### config.mk
export PLATFORM = sky130hd
export DESIGN_NAME = wb_scratch_slave
export DESIGN_NICKNAME = d
export VERILOG_FILES = /design/src/rtl/wb_slave_pkg.sv /design/src/rtl/wb_byte_ram.sv /design/src/rtl/wb_scratch_slave.sv
export SDC_FILE = /design/constraint.sdc
export NUM_CORES = 1
export LEC_CHECK = 0
export CAP_MARGIN = 10
export CORE_MARGIN = 8
export CORE_UTILIZATION = 55
export DETAILED_ROUTE_END_ITERATION = 7
export PLACE_DENSITY = 0.82
export REMOVE_ABC_BUFFERS = 1
export SLEW_MARGIN = 20
export SYNTH_ARGS = -nofsm -noshare
export SYNTH_HDL_FRONTEND = slang
export SYNTH_HIERARCHICAL = 1
export SYNTH_SLANG_ARGS = --single-unit
### constraint.sdc
create_clock -name clk -period 7.2 [get_ports clk]
set_clock_uncertainty 0.1 [all_clocks]
set_input_delay 2.16 -clock clk [delete_from_list [all_inputs] [get_ports clk]]
set_output_delay 2.16 -clock clk [all_outputs]
set_load 0.01 [all_outputs]
### src/rtl/wb_slave_pkg.sv
`default_nettype none
// ============================================================================
// Module      : wb_slave_pkg
// Description : Shared register map, CTRL bit positions and FSM encoding
//               for the Wishbone scratch slave.
// Revision    : 1.0 - initial release
// ============================================================================
package wb_slave_pkg;

  localparam logic [7:0] c_ADR_CTRL     = 8'h00;
  localparam logic [7:0] c_ADR_STATUS   = 8'h01;
  localparam logic [7:0] c_ADR_DOORBELL = 8'h02;

  localparam int c_CTRL_INT_EN = 0;
  localparam int c_CTRL_CLR    = 1;

  localparam int c_WAIT_W = 4;
  localparam int c_LANES  = 4;

  typedef enum logic [1:0] {
    ST_IDLE = 2'd0,
    ST_WAIT = 2'd1,
    ST_ACK  = 2'd2
  } state_t;

endpackage
`default_nettype wire

### src/rtl/wb_byte_ram.sv
`default_nettype none
// ============================================================================
// Module      : wb_byte_ram
// Description : DEPTH x 32 synchronous RAM, per-byte write enables,
//               registered read port.
// Revision    : 1.0 - initial release
// ============================================================================
module wb_byte_ram
  import wb_slave_pkg::*;
#(
  parameter int DEPTH = 16,
  parameter int AW    = 4
) (
  input  logic               clk,
  input  logic [c_LANES-1:0] we,
  input  logic [AW-1:0]      addr,
  input  logic [31:0]        wdata,
  input  logic               re,
  output logic [31:0]        rdata
);

  logic [31:0] r_mem [DEPTH];
  logic [31:0] r_rdata;

  always_ff @(posedge clk) begin
    for (int b = 0; b < c_LANES; b++) begin
      if (we[b]) begin
        r_mem[addr][8*b +: 8] <= wdata[8*b +: 8];
      end
    end
    if (re) begin
      r_rdata <= r_mem[addr];
    end
  end

  assign rdata = r_rdata;

endmodule
`default_nettype wire

### src/rtl/wb_scratch_slave.sv
`default_nettype none
// ============================================================================
// Module      : wb_scratch_slave
// Description : Wishbone responder with CTRL/STATUS/DOORBELL registers, a
//               byte-writable scratch RAM and programmable ack wait states.
// Revision    : 1.0 - initial release
// ============================================================================
module wb_scratch_slave
  import wb_slave_pkg::*;
#(
  parameter int         DEPTH       = 16,
  parameter int         WAIT_STATES = 0,
  parameter logic [7:0] MEM_BASE    = 8'h10
) (
  input  logic        clk,
  input  logic        rst,
  input  logic        wbs_we_i,
  input  logic        wbs_cyc_i,
  input  logic        wbs_stb_i,
  input  logic [3:0]  wbs_sel_i,
  input  logic [31:0] wbs_adr_i,
  input  logic [31:0] wbs_dat_i,
  output logic [31:0] wbs_dat_o,
  output logic        wbs_ack_o,
  output logic        wbs_int_o
);

  localparam int AW = (DEPTH > 1) ? $clog2(DEPTH) : 1;
  localparam logic [c_WAIT_W-1:0] c_WS = c_WAIT_W'(WAIT_STATES);

  state_t              r_state, w_next;
  logic [c_WAIT_W-1:0] r_cnt, w_cnt_nxt;
  logic                w_req, w_commit;

  logic        r_int_en, r_pending, r_int, r_rd_mem;
  logic [15:0] r_wr_count;
  logic [31:0] r_doorbell, r_reg_dat, w_reg_rdata, w_ram_q;

  logic [7:0]    w_adr, w_mem_off;
  logic          w_is_reg, w_in_mem, w_wr;
  logic [3:0]    w_ram_we;
  logic          w_ram_re;
  logic [AW-1:0] w_ram_addr;
  logic          w_unused;

  assign w_req = wbs_cyc_i & wbs_stb_i;

  // The commit strobe marks the single edge on which the FSM enters ACK.
  always_comb begin
    w_next    = r_state;
    w_cnt_nxt = r_cnt;
    w_commit  = 1'b0;
    case (r_state)
      ST_IDLE: begin
        if (w_req) begin
          w_cnt_nxt = c_WS;
          if (WAIT_STATES == 0) begin
            w_next   = ST_ACK;
            w_commit = 1'b1;
          end else begin
            w_next = ST_WAIT;
          end
        end
      end
      ST_WAIT: begin
        w_cnt_nxt = r_cnt - 1'b1;
        if (!w_req) begin
          w_next = ST_IDLE;
        end else if (r_cnt <= 1) begin
          w_next   = ST_ACK;
          w_commit = 1'b1;
        end
      end
      ST_ACK: begin
        if (!w_req) begin
          w_next = ST_IDLE;
        end
      end
      default: w_next = ST_IDLE;
    endcase
  end

  assign w_adr      = wbs_adr_i[7:0];
  assign w_is_reg   = (w_adr <= c_ADR_DOORBELL);
  assign w_in_mem   = !w_is_reg && ({1'b0, w_adr} >= {1'b0, MEM_BASE})
                      && ({1'b0, w_adr} < ({1'b0, MEM_BASE} + 9'(DEPTH)));
  assign w_mem_off  = w_adr - MEM_BASE;
  assign w_ram_addr = w_mem_off[AW-1:0];
  assign w_wr       = w_commit & wbs_we_i & (|wbs_sel_i) & ~rst;
  assign w_ram_we   = {4{w_wr & w_in_mem}} & wbs_sel_i;
  assign w_ram_re   = w_commit & ~wbs_we_i & w_in_mem & ~rst;
  assign w_unused   = ^{wbs_adr_i[31:8], w_mem_off};

  always_comb begin
    w_reg_rdata = 32'h0;
    case (w_adr)
      c_ADR_CTRL:     w_reg_rdata = {31'h0, r_int_en};
      c_ADR_STATUS:   w_reg_rdata = {r_wr_count, 15'h0, r_pending};
      c_ADR_DOORBELL: w_reg_rdata = r_doorbell;
      default:        w_reg_rdata = 32'h0;
    endcase
  end

  always_ff @(posedge clk) begin
    if (rst) begin
      r_state    <= ST_IDLE;
      r_cnt      <= '0;
      r_int_en   <= 1'b0;
      r_pending  <= 1'b0;
      r_doorbell <= 32'h0;
      r_wr_count <= 16'h0;
      r_int      <= 1'b0;
      r_reg_dat  <= 32'h0;
      r_rd_mem   <= 1'b0;
    end else begin
      r_state <= w_next;
      r_cnt   <= w_cnt_nxt;
      r_int   <= r_pending & r_int_en;
      if (w_commit) begin
        r_rd_mem  <= ~wbs_we_i & w_in_mem;
        r_reg_dat <= wbs_we_i ? 32'h0 : w_reg_rdata;
      end
      if (w_wr) begin
        case (w_adr)
          c_ADR_CTRL: begin
            if (wbs_sel_i[0]) begin
              r_int_en <= wbs_dat_i[c_CTRL_INT_EN];
              if (wbs_dat_i[c_CTRL_CLR]) begin
                r_pending <= 1'b0;
              end
            end
          end
          c_ADR_DOORBELL: begin
            for (int b = 0; b < c_LANES; b++) begin
              if (wbs_sel_i[b]) begin
                r_doorbell[8*b +: 8] <= wbs_dat_i[8*b +: 8];
              end
            end
            r_pending <= 1'b1;
          end
          default: begin
            if (w_in_mem) begin
              r_wr_count <= r_wr_count + 16'h1;
            end
          end
        endcase
      end
    end
  end

  wb_byte_ram #(
    .DEPTH (DEPTH),
    .AW    (AW)
  ) u_ram (
    .clk   (clk),
    .we    (w_ram_we),
    .addr  (w_ram_addr),
    .wdata (wbs_dat_i),
    .re    (w_ram_re),
    .rdata (w_ram_q)
  );

  assign wbs_ack_o = (r_state == ST_ACK);
  assign wbs_dat_o = r_rd_mem ? w_ram_q : r_reg_dat;
  assign wbs_int_o = r_int;

endmodule
`default_nettype wire

==> summary.md, run 1 <==
| Metric | Value |
|---|---|
| Fraction of registers with async set/reset | `0%` |
| Worst min path class | `flop to flop` |
| Maximum vdd drop | `0.1749 mV` |
| I/O pin cnt | `between 100 and 150` |
| Rel. slew slack | `29.55%` |
| Final nets | `between 1,000 and 1,500` |
| HPWL after DPL | `31,900 um` |
| Clk_lat worst skew | `about 0.6 ns` |
| Clock Root Buffer | `clkbuf_16` |
| Pwr/cell area | `262.4 nW/um^2` |
| Cts repair resizes | `0` |
| Post CTS Setup Buffer Count | `0` |
| Min cycle time layout | `around 5 ns` |
| Worst path required time | `7.32 ns` |
| Gp weighted congestion | `around 0.81` |
| Slowest stage delay, CP | `around 0.75 ns` |
| H-tree levels | `2` |
| Sequential area share after synthesis | `74.26%` |
| Pleak | `9.021 nW` |
| Final setup vio count | `0` |
| Total Wirelength | `53,210 um` |
| Clock transition at path regs | `approximately 0.060 ns` |
| Placed Area | `about 26,000 um^2` |
| Hold WS | `0.3841 ns` |
| Final Cell Area | `approximately 27,000 um^2` |
| Slowest stage cell, crit path | `nor2_1` |
| GR Overflow Total | `0` |
| Status | `complete, no violations` |
| Vias in the first global route | `12,830` |
| DRC Markers | `0` |
| Unrepaired setup endpoints after global routing | `false` |
| Layout cells sized above 1 | `18.98%` |
| Via density | `6.255` |
| Via count | `about 13,000` |
| Slew @ Worst Pin | `1.057 ns` |
| CTS Buf Count | `59` |
| DR iter-0 viols | `1,265` |
| F_max | `200.2 MHz` |
| Gr usage total | `21.01%` |
| Pin count of the biggest net entering global routing | `71` |
| Rows | `77` |
| Primary FF master, synth | `edfxtp_1` |
| FF+latch count, synth | `approximately 630` |
| Die Y | `226.2 um` |
| Cell Chain, Critical Path | `clkdlybuf4s50_1 -> and2_1 -> ha_1 -> buf_4 -> nand3b_1 -> nor3_1 -> buf_4 -> and2_1 -> nand3_1 -> nor2_1` |
| MaxCap Viol Count | `0` |
| Most frequent cells in the layout | `544 x edfxtp_1, 128 x mux4_2, 121 x nor2_1, 84 x dfxtp_1, 79 x clkdlybuf4s50_1` |
| Wire length per cell | `26.17 um` |
| Cell Area, Synth | `24,290 um^2` |
| Final Cycle Share | `69.36%` |
| Setup TNS | `0 ns` |
| Core ar. | `between 40,000 and 50,000 um^2` |
| Netlist cell types | `46` |
| Crit end category | `flop` |
| Setup crit start kind | `primary input` |
| Final count of pins violating max slew | `0` |
| Mapped Avg Cell Area | `~19 um^2` |
| Initial Util | `55.29%` |
| First-pass GRT wire length | `79,950 um` |
| Most common cell after layout, fill and taps aside | `edfxtp_1` |
| Syn-to-layout area delta | `13.17%` |
| Critical Path AT | `about 5 ns` |
| CTS tree | `done` |
| Post-Syn Instances | `1,308` |
| Post-synth EDFFs | `544` |
| Final hold viol count | `0` |
| # hold bufs at CTS | `0` |
| Die X | `226.2 um` |
| Post-route ant nets | `0` |
| I/O Buffers | `82` |
| Initial antenna violation count | `2` |
| Setup CP Type | `primary input to flop` |
| Drt first pass iters | `6` |
| Clock buffer depth | `3` |
| Yosys warning total | `6` |
| DIE AREA | `51,150 um^2` |
| Clock Sinks | `629` |
| CP Max Fanout | `22` |
cell families (layout without fill, tap and decap cells):
logic type / Yosys count / after routing / synth area share, %
flip-flops: 629 / 629 / 74.26
AND/OR/NAND/NOR: 257 / 257 / 4.950
AO/OA/AOI/OAI: 135 / 135 / 4.074
other: 0 / 3 / 0
XOR/XNOR: 6 / 6 / 0.2163
buffers and inverters: 83 / 213 / 1.566
adder cells (fa/ha/maj): 2 / 2 / 0.1030
multiplexers: 196 / 196 / 14.83
layer usage:
metal,up-vias,wire length (um),global-route usage [%]
met3,96,4144,3.558
met1,6585,20590,27.96
li1,5415,-,-
met2,621,26910,35.10
met5,-,0,0
met4,0,1567,7.165
cell type report:
class | instances | area, um^2
inverters | 4 | 15.01
diodes | 3 | 7.507
clock buffers | 83 | 1659
repair buffers | 98 | 940.9
multi-input cells | 596 | 5909
flip-flops and latches | 629 | 18040
clock inverters | 28 | 177.7
fillers | 2994 | 16440
well taps | 592 | 740.7
sequential cells by signal, summed over array words and instances, names as in the netlist:
| name | count |
|---|---|
| r_doorbell | 32 |
| r_int_en | 1 |
| r_pending | 1 |
| r_rd_mem | 1 |
| r_reg_dat | 32 |
| r_state | 1 |
| r_wr_count | 16 |
| u_ram/r_mem | 512 |
| u_ram/rdata | 32 |
| wbs_int_o | 1 |
worst paths after layout:
kind / start / end / slack [ns] / cells past startpoint
setup / recovery: wbs_stb_i / u_ram/r_mem[3][29] / 2.21 / 10
hold / removal: r_reg_dat[21] / r_reg_dat[21] / 0.38 / 1
setup reg to reg: r_state[1] / u_ram/r_mem[3][29] / 3.98 / 9
hold reg to reg: r_reg_dat[21] / r_reg_dat[21] / 0.38 / 1
where the power goes:
group	internal, mW	switching [mW]	total [mW]
clock	1.67	1.26	2.93
combinational	0.120	0.199	0.318
sequential	3.96	0.00320	3.96
total	5.75	1.46	7.21
metrics by stage:
step	worst slack [ns]	std cells	total power [mW]	util [%]
after detailed placement	1.666	1919	4.359	58.35
final	2.206	2033	7.214	62.57
after global placement	1.782	1919	4.349	58.35
after global routing	2.103	2032	7.421	62.57
after floorplan	1.431	1229	4.172	-
after CTS	2.260	2030	7.256	62.53
critical path: cells and delay by family:
kind | cells | cell delay [ns]
fa+ha+maj | 1 | 0.14
buf+inv | 3 | 1.01
simple gates | 6 | 1.79
cells in the mapped netlist, types with 4 or more instances:
| cell | instances | share of area [%] |
|---|---|---|
| or3_1 | 7 | 0.18 |
| mux4_2 | 128 | 12 |
| dfxtp_1 | 85 | 7.0 |
| edfxtp_1 | 544 | 67 |
| nor2_1 | 123 | 1.9 |
| mux2_2 | 32 | 1.5 |
| mux2i_1 | 36 | 1.5 |
| nor2b_1 | 21 | 0.54 |
| buf_2 | 16 | 0.33 |
| and2_1 | 8 | 0.21 |
| o21ai_0 | 7 | 0.14 |
| buf_6 | 6 | 0.28 |
| nand2_1 | 52 | 0.80 |
| and3b_1 | 5 | 0.18 |
| a22oi_1 | 64 | 2.0 |
| nor4_1 | 4 | 0.10 |
| clkbuf_1 | 56 | 0.87 |
| nand2b_1 | 4 | 0.10 |
| a21oi_1 | 23 | 0.47 |
| nand3_1 | 8 | 0.16 |
| a22o_1 | 32 | 1.2 |
| nand4_1 | 9 | 0.23 |
| inv_1 | 4 | 0.062 |
| xnor2_1 | 4 | 0.14 |
Power figures use the tool's default switching activity.
==> run 2, diff against run 1 <==
--- a/config.mk
+++ b/config.mk
@@ -7,9 +7,9 @@
 export LEC_CHECK = 0
 export CAP_MARGIN = 10
 export CORE_MARGIN = 8
-export CORE_UTILIZATION = 55
+export CORE_UTILIZATION = 54
 export DETAILED_ROUTE_END_ITERATION = 7
-export PLACE_DENSITY = 0.82
+export PLACE_DENSITY = 0.84
 export REMOVE_ABC_BUFFERS = 1
 export SLEW_MARGIN = 20
 export SYNTH_ARGS = -nofsm -noshare
==> constraint.sdc (replaced) <==
create_clock -name clk -period 4.5 [get_ports clk]
set_clock_uncertainty 0.1 [all_clocks]
set_input_delay 1.35 -clock clk [delete_from_list [all_inputs] [get_ports clk]]
set_output_delay 1.35 -clock clk [all_outputs]
set_load 0.01 [all_outputs]
==> summary.md, run 2 (synthesis gave the netlist of run 1 again) <==
| Metric | Value |
|---|---|
| Setup CP Type | `flop to output port` |
| DR iter-0 viols | `1,309` |
| Largest Register | `u_ram/r_mem` |
| Final count of pins violating max slew | `0` |
| Final Cycle Share | `86.69%` |
| Wire length per cell | `around 26 um` |
| HPWL after DPL | `34,280 um` |
| CTS tree | `done` |
| Syn-to-layout area delta | `16.39%` |
| Clock Sinks | `~630` |
| Gp weighted congestion | `0.7796` |
| Post CTS Setup Buffer Count | `0` |
| Crit-path leading delay family | `buffers and inverters` |
| Clock Root Buffer | `clkbuf_16` |
| Min cycle time layout | `approximately 3.9 ns` |
| # hold bufs at CTS | `0` |
| F_max | `256.3 MHz` |
| First-pass GRT wire length | `about 83,000 um` |
| Worst path required time | `3.05 ns` |
| Via density | `6.176` |
| CTS Buf Count | `59` |
| I/O Buffers | `82` |
| Pleak | `9.525 nW` |
| Most frequent cells in the layout | `544 x edfxtp_1, 128 x mux4_2, 121 x nor2_1, 99 x buf_4, 84 x dfxtp_1` |
| Max FFs per register | `a little over 500` |
| FF-to-FF setup slack | `1.68 ns` |
| Pwr/cell area | `between 400 and 500 nW/um^2` |
| Gr usage total | `20.78%` |
| Clock buffer depth | `3` |
| Vias in the first global route | `13,580` |
| Final nets | `1,550` |
| Die Y | `about 230 um` |
| Critical Path AT | `~2.5 ns` |
| M1 GR Usage | `approximately a quarter` |
| Die X | `~230 um` |
| Slew @ Worst Pin | `between 0.9 and 1 ns` |
| Cell Chain, Critical Path | `buf_12 -> mux2_2 -> clkdlybuf4s50_1` |
| Crit end category | `output port` |
| GRT Max-Usage Layer | `met2` |
| Worst R2R Start | `r_state[1]` |
| MaxCap Viol Count | `0` |
| DP Worst Slack | `~0.21 ns` |
| Worst Setup EP | `wbs_dat_o[9]` |
| Setup crit start kind | `flop` |
| Rows | `77` |
| PnR worst setup slack | `around 0.60 ns` |
| Rel. slew slack | `between 30% and 40%` |
| Status | `complete, no violations` |
| Total Wirelength | `54,980 um` |
| Slowest stage delay, CP | `approximately 0.67 ns` |
| Core ar. | `44,320 um^2` |
| Most common cell after layout, fill and taps aside | `edfxtp_1` |
| Cts repair resizes | `0` |
| Pin count of the biggest net entering global routing | `62` |
| WP depth | `3` |
| Clock transition at path regs | `0.06 ns` |
| Met3 GRT Util | `4.033%` |
| CP Max Fanout | `19` |
| GR Overflow Total | `0` |
| Via count | `about 13,000` |
| Initial antenna violation count | `2` |
| Post-route ant nets | `0` |
| DIE AREA | `52,030 um^2` |
| I/O pin cnt | `107` |
| Maximum vdd drop | `0.3237 mV` |
| Slowest stage cell, crit path | `dfxtp_2` |
| Buf+Inv Stages, Crit Path | `2` |
| Clk_lat worst skew | `0.61 ns` |
| Fillers | `2,890` |
| Hold WS | `slightly below 0.4 ns` |
| Global-route met2 utilization | `a little over a third` |
| Layout cells sized above 1 | `24.03%` |
| Setup crit start | `r_rd_mem` |
| Unrepaired setup endpoints after global routing | `false` |
| DRC Markers | `0` |
| H-tree levels | `2` |
| Setup TNS | `0 ns` |
| Final hold viol count | `0` |
| Drt first pass iters | `5` |
| Worst min path class | `flop to flop` |
| Final setup vio count | `0` |
| R2R cell count | `9` |
| Reg2reg end | `u_ram/r_mem[7][30]` |
| Initial Util | `between 50% and 60%` |
[run 2: cell types whose count changed in the layout (fill, tap and decap cells not counted)]
cell        change
clkbuf_1        -7
diode_2         -1
clkinvlp_4      +3
clkinv_1        -1
buf_4          +83
nor3_2          +1
clkbuf_8        -5
clkinv_4        +3
clkbuf_16       -2
nor3_4          -1
buf_12          +4
bufinv_16       +6
inv_6           +1
[run 2: worst min-delay path by stage]
stage               depth (start not counted)      startpoint              to  slack, ns
floorplan                                   2    r_reg_dat[0]    r_reg_dat[0]       0.34
global placement                            1  r_wr_count[15]  r_wr_count[15]       0.36
detailed placement                          1   r_reg_dat[24]   r_reg_dat[24]       0.37
CTS                                         1  r_wr_count[15]  r_wr_count[15]       0.38
global route                                1   r_reg_dat[22]   r_reg_dat[22]       0.41
finish                                      1   r_reg_dat[22]   r_reg_dat[22]       0.38
[run 2: final cells by class]
cell class	instances	area [um^2]	share of cell area, %
flip-flops and latches	629	18040	63.80
multi-input cells	596	5903	20.88
repair buffers	185	1644	5.815
clock buffers	69	1514	5.355
well taps	592	740.7	2.620
clock inverters	40	411.6	1.456
inverters	4	15.01	0.05311
diodes	2	5.005	0.01770
[run 2: metal layers]
layer	vias up	routed length, um
li1	5582	-
met1	6729	20540
met2	662	28380
met3	99	4573
met4	2	1476
met5	-	14
[run 2: metrics by stage]
stage / utilization, % / instance area [um^2] / instances / power [mW]
after floorplan: - / 23930 / 1229 / 6.675
after global placement: 59.43 / 26340 / 2006 / 6.959
after detailed placement: 59.43 / 26340 / 2006 / 6.979
after CTS: 63.78 / 28260 / 2115 / 11.88
after global routing: 63.79 / 28270 / 2116 / 12.11
final: 63.79 / 28270 / 2117 / 11.81
[run 2: power breakdown]
| group | internal, mW | switching (mW) | total [mW] |
|---|---|---|---|
| Sequential | 6.34 | 0.00461 | 6.34 |
| Clock | 2.86 | 2.09 | 4.95 |
| Combinational | 0.203 | 0.313 | 0.517 |
| Total | 9.40 | 2.40 | 11.8 |
==> run 3, diff against run 2 <==
--- a/config.mk
+++ b/config.mk
@@ -9,6 +9,7 @@
 export CORE_MARGIN = 8
 export CORE_UTILIZATION = 54
 export DETAILED_ROUTE_END_ITERATION = 7
+export GPL_TIMING_DRIVEN = 0
 export PLACE_DENSITY = 0.84
 export REMOVE_ABC_BUFFERS = 1
 export SLEW_MARGIN = 20
==> summary.md, run 3 (synthesis gave the netlist of run 1 again) <==
| Metric | Value |
|---|---|
| CP Max Fanout | `22` |
| Setup TNS | `-0.01176 ns` |
| Maximum vdd drop | `0.2508 mV` |
| PnR worst setup slack | `-0.009880 ns` |
| Setup crit start kind | `primary input` |
| Most frequent cells in the layout | `544 x edfxtp_1, 128 x mux4_2, 84 x dfxtp_1, 79 x clkdlybuf4s50_1, 74 x nor2_1` |
| Max FFs per register | `~510` |
| Failing checks | `setup timing` |
| Pin count of the biggest net entering global routing | `92` |
| CTS Buf Count | `57` |
| Post CTS Setup Buffer Count | `0` |
| DIE AREA | `52,030 um^2` |
| Clock Root Buffer | `clkbuf_16` |
| Initial Util | `54.81%` |
| Vias in the first global route | `13,040` |
| Final hold viol count | `0` |
| Unrepaired setup endpoints after global routing | `true` |
| Final setup vio count | `3` |
| Core ar. | `~44,000 um^2` |
| Rows | `77` |
| Clk_lat worst skew | `between 0.5 and 0.6 ns` |
| Hold_sp | `r_doorbell[15]` |
| Gr usage total | `between 10% and 20%` |
| Clock Sinks | `629` |
| Pwr/cell area | `414.9 nW/um^2` |
| Setup crit start | `wbs_cyc_i` |
| Gp weighted congestion | `0.7718` |
| CTS tree | `done` |
| Post-route ant nets | `0` |
| Final Non-Filler Cells | `2,025` |
| Die Y | `228.1 um` |
| Setup CP Type | `primary input to flop` |
| H-tree levels | `2` |
| R2R cell count | `7` |
| DRC Markers | `0` |
| Via density | `~6.3` |
| Min cycle time layout | `4.510 ns` |
| Final Cycle Share | `100.2%` |
| Wire length per cell | `26.04 um` |
| Largest Register | `u_ram/r_mem` |
| Clock transition at path regs | `0.06 ns` |
| Status | `complete, but fails checks` |
| Final nets | `1,459` |
| I/O pin cnt | `107` |
| DR iter-0 viols | `1,257` |
| Worst path required time | `4.60 ns` |
| Via count | `approximately 13,000` |
| Slew @ Worst Pin | `1.179 ns` |
| Placed insts | `1,917` |
| # hold bufs at CTS | `0` |
| Crit end category | `flop` |
| Worst R2R Start | `r_state[1]` |
| Most common cell after layout, fill and taps aside | `edfxtp_1` |
| Layout cells sized above 1 | `between 20% and 30%` |
| GR Overflow Total | `0` |
| Initial antenna violation count | `4` |
| Clock buffer depth | `3` |
| Rel. slew slack | `20.69%` |
| HPWL after DPL | `32,300 um` |
| Drt first pass iters | `5` |
| MaxCap Viol Count | `0` |
| Total Wirelength | `52,720 um` |
| Pleak | `slightly above 9 nW` |
| WHS Path Cells | `2` |
| Syn-to-layout area delta | `14.52%` |
| Final count of pins violating max slew | `0` |
| Worst min path class | `flop to flop` |
| I/O Buffers | `82` |
| First-pass GRT wire length | `~79,000 um` |
| Die X | `228.1 um` |
| F_max | `221.7 MHz` |
| Critical Path AT | `4.61 ns` |
## run 3: critical path, stage by stage
cell and delay [ns]:
clkdlybuf4s50_1 0.45, and2_1 0.15, ha_2 0.61, nand3b_1 0.32
nor3_4 0.52, and2_1 0.29, nand2_1 0.19, nor2_1 0.73
## run 3: where the power goes
group / switching, mW / leakage [nW] / internal (mW) / total, mW
Clock: 1.99 / 0.890 / 2.70 / 4.69
Combinational: 0.305 / 2.59 / 0.207 / 0.512
Sequential: 0.00469 / 5.57 / 6.34 / 6.34
Total: 2.30 / 9.05 / 9.24 / 11.5
## run 3: metrics by stage
step | total power, mW | area, um^2 | util (%) | worst slack (ns) | hold slack (ns)
2_1_floorplan | 6.675 | 23930 | - | -0.4590 | 0.3376
4_1_cts | 11.61 | 27720 | 62.54 | -0.1072 | 0.3898
6_report | 11.54 | 27820 | 62.77 | -0.009880 | 0.3864
5_1_grt | 11.87 | 27820 | 62.77 | -0.07372 | 0.4094
3_5_place_dp | 6.967 | 25830 | 58.28 | -1.430 | 0.3631
3_3_place_gp | 7.030 | 25490 | 57.51 | -9.596 | 0.3549
## run 3: area by class of cell
cell class              count  area (um^2)
multi-input cells         596         6073
fillers                  2898        16500
diodes                      1        2.502
flip-flops and latches    629        18040
repair buffers             96         1114
well taps                 592        740.7
clock inverters            16        133.9
clock buffers              91         1699
inverters                   4        15.01
## run 3: final timing paths
| path | end | slack, ns |
|---|---|---|
| max | u_ram/r_mem[10][10] | -0.01 |
| min | r_reg_dat[15] | 0.39 |
| min reg2reg | r_reg_dat[15] | 0.39 |
| max reg2reg | u_ram/r_mem[10][10] | 0.96 |
## run 3: timing repair
item / in CTS / in global routing
pin swaps: 0 / 0
resized for setup: 20 / 34
endpoints found under the setup margin: 512 / 446
## run 3: per-layer routing
layer | share of wire (%) | global-route usage, %
met1 | 37 | 24.62
met5 | 0.066 | 0
met4 | 2.8 | 6.056
met3 | 8.3 | 4.269
met2 | 51 | 34.16
